===== config.mk =====
export PLATFORM = sky130hd
export DESIGN_NAME = led_mode_controller
export DESIGN_NICKNAME = d
export VERILOG_FILES = /design/src/rtl/led_mode_controller.sv
export SDC_FILE = /design/constraint.sdc
export NUM_CORES = 1
export LEC_CHECK = 0
export CORE_MARGIN = 8
export CORE_UTILIZATION = 55
export DETAILED_ROUTE_END_ITERATION = 10
export PLACE_DENSITY = 0.74
export SLEW_MARGIN = 20
export SYNTH_ARGS = -nofsm -noshare
export SYNTH_HDL_FRONTEND = slang
export SYNTH_SLANG_ARGS = --single-unit

===== constraint.sdc =====
create_clock -name clk -period 6.2 [get_ports clk]
set_input_delay 1.86 -clock clk [delete_from_list [all_inputs] [get_ports clk]]
set_output_delay 1.86 -clock clk [all_outputs]
set_load 0.05 [all_outputs]

===== src/rtl/led_mode_controller.sv =====
// Board bring-up LED arbiter: button synchroniser and debouncer, a mode FSM stepped by
// debounced presses, and a shared tick prescaler that paces the SHIFT/BLINK/COUNT animations.
module led_mode_controller #(
  parameter int DEBOUNCE_CYCLES = 500000,
  parameter int TICK_CYCLES     = 12500000
) (
  input  logic       clk,
  input  logic       rst,
  input  logic [3:0] sw,
  input  logic       btn,
  output logic [3:0] led,
  output logic [1:0] mode,
  output logic       press_pulse
);

  localparam int DB_W = (DEBOUNCE_CYCLES > 2) ? $clog2(DEBOUNCE_CYCLES) : 1;
  localparam int TK_W = (TICK_CYCLES > 2) ? $clog2(TICK_CYCLES) : 1;
  localparam logic [DB_W-1:0] DB_LAST = DB_W'(DEBOUNCE_CYCLES - 1);
  localparam logic [TK_W-1:0] TK_LAST = TK_W'(TICK_CYCLES - 1);

  typedef enum logic [1:0] {
    MODE_SW    = 2'd0,
    MODE_SHIFT = 2'd1,
    MODE_BLINK = 2'd2,
    MODE_COUNT = 2'd3
  } mode_e;

  logic            btn_s1_q, btn_s2_q;
  logic            btn_db_q, btn_db_d;
  logic [DB_W-1:0] db_cnt_q, db_cnt_d;
  logic            press_q, press_d;
  mode_e           state_q, state_d;
  logic [TK_W-1:0] tick_cnt_q, tick_cnt_d;
  logic [3:0]      led_q, led_d;
  logic [3:0]      pattern_q, pattern_d;
  logic [3:0]      count_q, count_d;
  logic            blink_off_q, blink_off_d;
  logic            tick;

  // A press is the edge on which the debounced level accepts a 0->1 change.
  always_comb begin
    db_cnt_d = '0;
    btn_db_d = btn_db_q;
    press_d  = 1'b0;
    if (btn_s2_q != btn_db_q) begin
      if (db_cnt_q == DB_LAST) begin
        btn_db_d = btn_s2_q;
        press_d  = btn_s2_q;
      end else begin
        db_cnt_d = db_cnt_q + 1'b1;
      end
    end
  end

  assign tick = (tick_cnt_q == TK_LAST);

  always_comb begin
    state_d     = state_q;
    tick_cnt_d  = tick ? '0 : tick_cnt_q + 1'b1;
    led_d       = led_q;
    pattern_d   = pattern_q;
    count_d     = count_q;
    blink_off_d = blink_off_q;
    if (press_d) begin
      // Mode change restarts the prescaler and discards any coincident tick.
      tick_cnt_d = '0;
      case (state_q)
        MODE_SW: begin
          state_d = MODE_SHIFT;
          led_d   = 4'b0001;
        end
        MODE_SHIFT: begin
          state_d     = MODE_BLINK;
          pattern_d   = sw;
          led_d       = sw;
          blink_off_d = 1'b0;
        end
        MODE_BLINK: begin
          state_d = MODE_COUNT;
          count_d = 4'd0;
          led_d   = 4'd0;
        end
        default: begin
          state_d = MODE_SW;
          led_d   = sw;
        end
      endcase
    end else begin
      case (state_q)
        MODE_SW: led_d = sw;
        MODE_SHIFT: if (tick) led_d = {led_q[2:0], led_q[3]};
        MODE_BLINK: if (tick) begin
          blink_off_d = ~blink_off_q;
          led_d       = blink_off_q ? pattern_q : 4'd0;
        end
        default: if (tick) begin
          count_d = count_q + 4'd1;
          led_d   = count_q + 4'd1;
        end
      endcase
    end
  end

  always_ff @(posedge clk) begin
    if (rst) begin
      btn_s1_q    <= 1'b0;
      btn_s2_q    <= 1'b0;
      btn_db_q    <= 1'b0;
      db_cnt_q    <= '0;
      press_q     <= 1'b0;
      state_q     <= MODE_SW;
      tick_cnt_q  <= '0;
      led_q       <= 4'd0;
      pattern_q   <= 4'd0;
      count_q     <= 4'd0;
      blink_off_q <= 1'b0;
    end else begin
      btn_s1_q    <= btn;
      btn_s2_q    <= btn_s1_q;
      btn_db_q    <= btn_db_d;
      db_cnt_q    <= db_cnt_d;
      press_q     <= press_d;
      state_q     <= state_d;
      tick_cnt_q  <= tick_cnt_d;
      led_q       <= led_d;
      pattern_q   <= pattern_d;
      count_q     <= count_d;
      blink_off_q <= blink_off_d;
    end
  end

  assign led         = led_q;
  assign mode        = state_q;
  assign press_pulse = press_q;

endmodule


==> flow_summary.json, run 1 <==
{
  "cp_slowest_cell": "nand3b_1",
  "avgRoutedWirePerCell_um": 13.26,
  "finalPower_mw": 0.7562,
  "tritoncts": "built",
  "syn2layout_area_growth_pct": 11.73,
  "routed-wl-met2_um": 2576,
  "netlist_top_cells_count": "64 x nor2_1, 62 x dfxtp_1, 24 x xnor2_1",
  "grt.total_usage": 0.1589,
  "clk_pin_slew_ns": 0.06,
  "setup_viol": 0,
  "cp.arrival_ns": 3.84,
  "die_h_um": 89.29,
  "grt_max_degree": 26,
  "drv_slew": 0,
  "slew-limit-headroom": 0.4130,
  "dr.max_layer_used": "met4",
  "wl_met3_um": 175,
  "cts.htree.levels": 3,
  "cap_violations": 0,
  "yosysMostFrequentCell": "nor2_1",
  "synth_cell_types": 51,
  "hold_path.class": "register to register",
  "drive_gt1_frac": 0.07865,
  "max-vdd-ir-drop_mv": 0.1130,
  "cts_root_buffer": "clkbuf_8",
  "gr-total-overflow": 0,
  "synth_edf_count": 0,
  "grt_pass1_wl_um": 9915,
  "fin_crit_sh": 0.5796,
  "fillerInstances": 457,
  "crit_family": "simple AND/OR/NAND/NOR gates",
  "totalWireLength_um": 5648,
  "port-buffer-count": 13,
  "clock_path_buffers": 2,
  "multi_input_area_mm2": 0.001603,
  "nets": 365,
  "yosysWarnings": 0,
  "drc": 0,
  "fin_setup_tns_ns": 0,
  "fp.dieW_um": 89.29,
  "yosysSeqAreaShare": 0.4202,
  "power.leakage_nw": 1.107,
  "syn_area_per_cell_um2": 8.766,
  "rrSetupSlack_ns": 3.71,
  "hold_buffers": 0,
  "post_synth_inst_count": 337,
  "critPathMaxFanout": 25,
  "worstMarginPinSlew_ns": 0.8779,
  "crit_required_ns": 6.45,
  "fmax_mhz": 278.3,
  "hold_viol": 0,
  "detail_route.wirelength.met1_um": 2795,
  "crit_type": "primary input to register",
  "rsz0062_at_grt": "no",
  "synth_ff_type": "dfxtp_1",
  "vias": 2295,
  "netlist_area_mm2": 0.002954,
  "synth-seq-cells": 62,
  "num_rows": 26,
  "antenna_cells": 0,
  "ctsResizeCount": 0,
  "dr.pass1.iters": 4,
  "regArea_mm2": 0.001241,
  "gp_congestion": 0.7657,
  "post_cts_buffers": 0,
  "yosysTopAreaCell": "dfxtp_1",
  "drtIter0Drc": 92,
  "startpoint_type": "primary input",
  "netlist.area_leader.share": 0.4202,
  "dp_hpwl_um": 3780,
  "synthArstFlopShare": 0,
  "synth_nets": 351,
  "crit_path_cell_trace": "clkdlybuf4s50_1, nand3b_1, nor2_1",
  "synthTopCellsByArea": "dfxtp_1 42%, nor2_1 8.1%, xnor2_1 7.1%",
  "pwr_density_cell_mw_per_mm2": 229.1,
  "worst-path-buf-inv": 1,
  "coreArea_mm2": 0.005140,
  "grt_pass1_vias": 2234,
  "postRouteAntennaNets": 0,
  "critPathMaxStageDelay_ns": 0.87,
  "antenna_found_initial": 0,
  "clock_skew_ns": 0.004594,
  "status": "completed",
  "initial_core_util": 0.5747,
  "vias_per_cell": 5.387,
  "io_pins": 14,
  "period_needed_ns": 3.593,
  "clock_sinks": 62,
  "clock_latency_ns": 0.33,
  "die_area_mm2": 0.007972,
  "cts_buffers": 9,
  "critical_path.endpoint_type": "register"
}
==> logic make-up after synthesis <==
| group | count (synthesis) | synth area share |
|---|---|---|
| AND/OR/NAND/NOR | 168 | 0.2918 |
| flip-flops | 62 | 0.4202 |
| XOR/XNOR | 41 | 0.1216 |
| AO/OA/AOI/OAI | 24 | 0.06142 |
| buffers and inverters | 24 | 0.03727 |
| multiplexers | 11 | 0.03812 |
| adder cells (fa/ha/maj) | 7 | 0.02965 |
==> power by group <==
group	internal, mW	switching, mW	total [mW]	leakage, nW
logic	0.0114	0.0161	0.0275	0.511
clock network	0.176	0.147	0.323	0.0954
registers	0.402	0.00320	0.405	0.501
==> sequential cells by signal, indices dropped and copies added, names as in the netlist, 2 cells and up <==
| name | count |
|---|---|
| pattern_q | 4 |
| led | 4 |
| db_cnt_q | 19 |
| count_q | 4 |
| tick_cnt_q | 24 |
| mode | 2 |
==> cell usage in the layout, fill, tap and decap left out, drive strengths merged, types with 7 or more instances in the layout <==
cell type and count:
dfxtp 62, nand3 19, ha 7, xor2 17, nand4 8, mux2i 9
nand2 18, nor3 11, nor2 65, inv 14, clkdlybuf4s50 13, xnor2 24
clkbuf 13
==> final timing paths <==
check	from	to	cells after the start
worst min register to register	db_cnt_q[0]$_SDFF_PP0_	db_cnt_q[0]$_SDFF_PP0_	1
worst max-delay path	rst	tick_cnt_q[13]$_SDFF_PP0_	3
worst max register to register	db_cnt_q[13]$_SDFF_PP0_	tick_cnt_q[13]$_SDFF_PP0_	5
worst min-delay path	db_cnt_q[0]$_SDFF_PP0_	db_cnt_q[0]$_SDFF_PP0_	1
==> through the flow <==
| stage | utilization | hold WS [ns] | instances | setup WS, ns | cell area, um^2 |
|---|---|---|---|---|---|
| floorplan | - | 0.4138 | 337 | 3.514 | 2954 |
| global placement | 0.6059 | 0.4413 | 410 | 2.288 | 3114 |
| detailed placement | 0.6059 | 0.4428 | 410 | 2.219 | 3114 |
| CTS | 0.6422 | 0.4625 | 426 | 2.574 | 3301 |
| global route | 0.6422 | 0.4760 | 426 | 2.349 | 3301 |
| finish | 0.6422 | 0.4597 | 426 | 2.607 | 3301 |
==> layer usage <==
layer  vias to the layer above  GRT usage
met5                         -          0
met4                         0    0.08459
met3                         8    0.04779
met2                        35     0.2559
met1                      1063     0.1855
li1                       1189          -
==> cell type report <==
type / count / area share
inverters: 14 / 0.01592
multi-input cells: 251 / 0.4856
clock inverters: 3 / 0.005307
well taps: 70 / 0.02654
flip-flops and latches: 62 / 0.3760
repair buffers: 13 / 0.03942
clock buffers: 13 / 0.05118
No activity file was read; power rests on OpenSTA's default activity.
==> run 2, diff against run 1 <==
==> constraint.sdc (replaced) <==
create_clock -name clk -period 3.75 [get_ports clk]
set_input_delay 1.125 -clock clk [delete_from_list [all_inputs] [get_ports clk]]
set_output_delay 1.125 -clock clk [all_outputs]
set_load 0.05 [all_outputs]
==> run 2 against run 1 <==
Compared with the run above:
- worst setup slack got worse by 1.6 ns
- sequential share of layout area decreased by 0.69 points
- critical path depth decreased by 2
- cell count increased by 0.47%
==> flow_summary.json, run 2 (synthesis gave the netlist of run 1 again) <==
{
  "cp.arrival_ns": 1.58,
  "hold_buffers": 0,
  "startpoint_type": "register",
  "hold_viol": 0,
  "die_h_um": 89.29,
  "antenna_found_initial": 0,
  "critical_path.endpoint_type": "output pin",
  "vias_per_cell": 5.425,
  "layout_commonest_cell": "nor2_1",
  "worst-path-buf-inv": 1,
  "rrSetupSlack_ns": 1.50,
  "clock_latency_ns": 0.34,
  "port-buffer-count": 13,
  "dr.pass1.iters": 4,
  "fp.dieW_um": 89.29,
  "r2r_end": "led[0]$_SDFFE_PP0P_",
  "drc": 0,
  "r2r-start": "tick_cnt_q[22]$_SDFF_PP0_",
  "seqPwrFrac": 0.483,
  "cts_buffers": 9,
  "regMostFlops": "tick_cnt_q",
  "avgRoutedWirePerCell_um": 13.11,
  "reg2reg_depth": 5,
  "critPathMaxFanout": 5,
  "critPathCapture": "mode[0]",
  "die_area_mm2": 0.007972,
  "hold_path.class": "register to register",
  "power.internal_mw": 1.095,
  "vias": 2322,
  "grt_max_degree": 25,
  "worst_slack_ns": 1.044,
  "p_sw_mw": 0.2913,
  "power.leakage_nw": 1.137,
  "swShare": 0.2101,
  "largest_reg_flops": 24,
  "worstMarginPinSlew_ns": 0.6566,
  "gr-total-overflow": 0,
  "fmax_mhz": 369.6,
  "drv_slew": 0,
  "max-vdd-ir-drop_mv": 0.2566,
  "grt_pass1_vias": 2163,
  "cp_slowest_cell": "clkdlybuf4s50_1",
  "cap_violations": 0,
  "stdcell_area_mm2": 0.003362,
  "cp-startpoint": "mode[0]$_SDFFE_PP0N_",
  "setup_viol": 0,
  "crit_path_cell_trace": "clkdlybuf4s50_1",
  "crit_type": "register to output pin",
  "syn2layout_area_growth_pct": 13.81,
  "tritoncts": "built",
  "reg_top3": "tick_cnt_q x24, db_cnt_q x19",
  "antenna_cells": 0,
  "worstHoldPathCells": 1,
  "fin_crit_sh": 0.7215,
  "slew-limit-headroom": 0.5623,
  "totalWireLength_um": 5612,
  "p_comb_frac": 0.034,
  "cts_root_buffer": "clkbuf_8",
  "gp_congestion": 0.7720,
  "mostFrequentLayoutCells": "64 x nor2_1, 62 x dfxtp_1, 24 x xnor2_1",
  "nets": 367,
  "pwr_density_cell_mw_per_mm2": 412.4,
  "fin_setup_tns_ns": 0,
  "grt.total_usage": 0.1527,
  "clock_path_buffers": 2,
  "num_rows": 26,
  "ctsResizeCount": 0,
  "cts.htree.levels": 3,
  "pre_cts_slack_ns": 1.051,
  "drtIter0Drc": 101,
  "clock_skew_ns": 0.006572,
  "rsz0062_at_grt": "no",
  "clkPwrFrac": 0.482,
  "finalPower_mw": 1.386,
  "clk_pin_slew_ns": 0.07,
  "period_needed_ns": 2.706,
  "postPlaceCellArea_mm2": 0.003129,
  "initial_core_util": 0.5747,
  "drive_gt1_frac": 0.08659,
  "coreArea_mm2": 0.005140,
  "grt_pass1_wl_um": 9508,
  "postRouteAntennaNets": 0,
  "clock_sinks": 62,
  "critPathMaxStageDelay_ns": 0.84,
  "crit_required_ns": 2.62,
  "post_cts_buffers": 0,
  "status": "completed",
  "io_pins": 14,
  "crit_cells": 1,
  "dp_hpwl_um": 3964,
  "crit_family": "buffers and inverters"
}
run 2: changes by cell type in the layout (fill, tap and decap cells not counted), sizes merged:
| cell | delta |
|---|---|
| buf | +2 |
| clkbuf | -2 |
| bufinv | +2 |
run 2: area by class of cell:
class	instances	area, um^2
repair buffers	15	145.1
flip-flops and latches	62	1241
well taps	70	87.58
clock inverters	5	81.33
multi-input cells	251	1603
inverters	14	52.55
fillers	461	1778
clock buffers	11	151.4
run 2: stage by stage:
step | instances | hold WS [ns] | util
6_report | 428 | 0.4479 | 0.6541
5_1_grt | 428 | 0.4629 | 0.6541
4_1_cts | 428 | 0.4559 | 0.6541
3_5_place_dp | 412 | 0.4286 | 0.6088
3_3_place_gp | 412 | 0.4411 | 0.6088
2_1_floorplan | 337 | 0.4138 | -
run 2: worst reg2reg max path, stage by stage (launching register included):
cell      delay (ns)
dfxtp_1         0.33
or4_1           0.54
nor4_1          0.51
a22oi_1         0.34
mux2i_1         0.19
a211oi_1        0.24
run 2: worst min path at each step:
stage                                start                endpoint  slack, ns
detailed placement     btn_s1_q$_SDFF_PP0_     btn_s2_q$_SDFF_PP0_       0.43
global placement    db_cnt_q[0]$_SDFF_PP0_  db_cnt_q[0]$_SDFF_PP0_       0.44
global route           btn_s1_q$_SDFF_PP0_     btn_s2_q$_SDFF_PP0_       0.46
CTS                    btn_s1_q$_SDFF_PP0_     btn_s2_q$_SDFF_PP0_       0.46
finish                 btn_s1_q$_SDFF_PP0_     btn_s2_q$_SDFF_PP0_       0.45
floorplan              btn_s1_q$_SDFF_PP0_     btn_s2_q$_SDFF_PP0_       0.41
run 2: per-layer routing:
layer	vias to the layer above	track usage	share of wire
li1	1192	-	-
met1	1079	0.1809	0.48
met2	41	0.2451	0.45
met3	10	0.05699	0.047
met4	0	0.05740	0.018
met5	-	0	0
run 2: power by group through the flow:
stage	logic (mW)	clock network, mW	registers, mW
6_report	0.0477	0.669	0.670
5_1_grt	0.0528	0.709	0.671
4_1_cts	0.0480	0.685	0.670
3_5_place_dp	0.0472	0	0.685
3_3_place_gp	0.0466	0	0.685
2_1_floorplan	0.0225	0	0.692
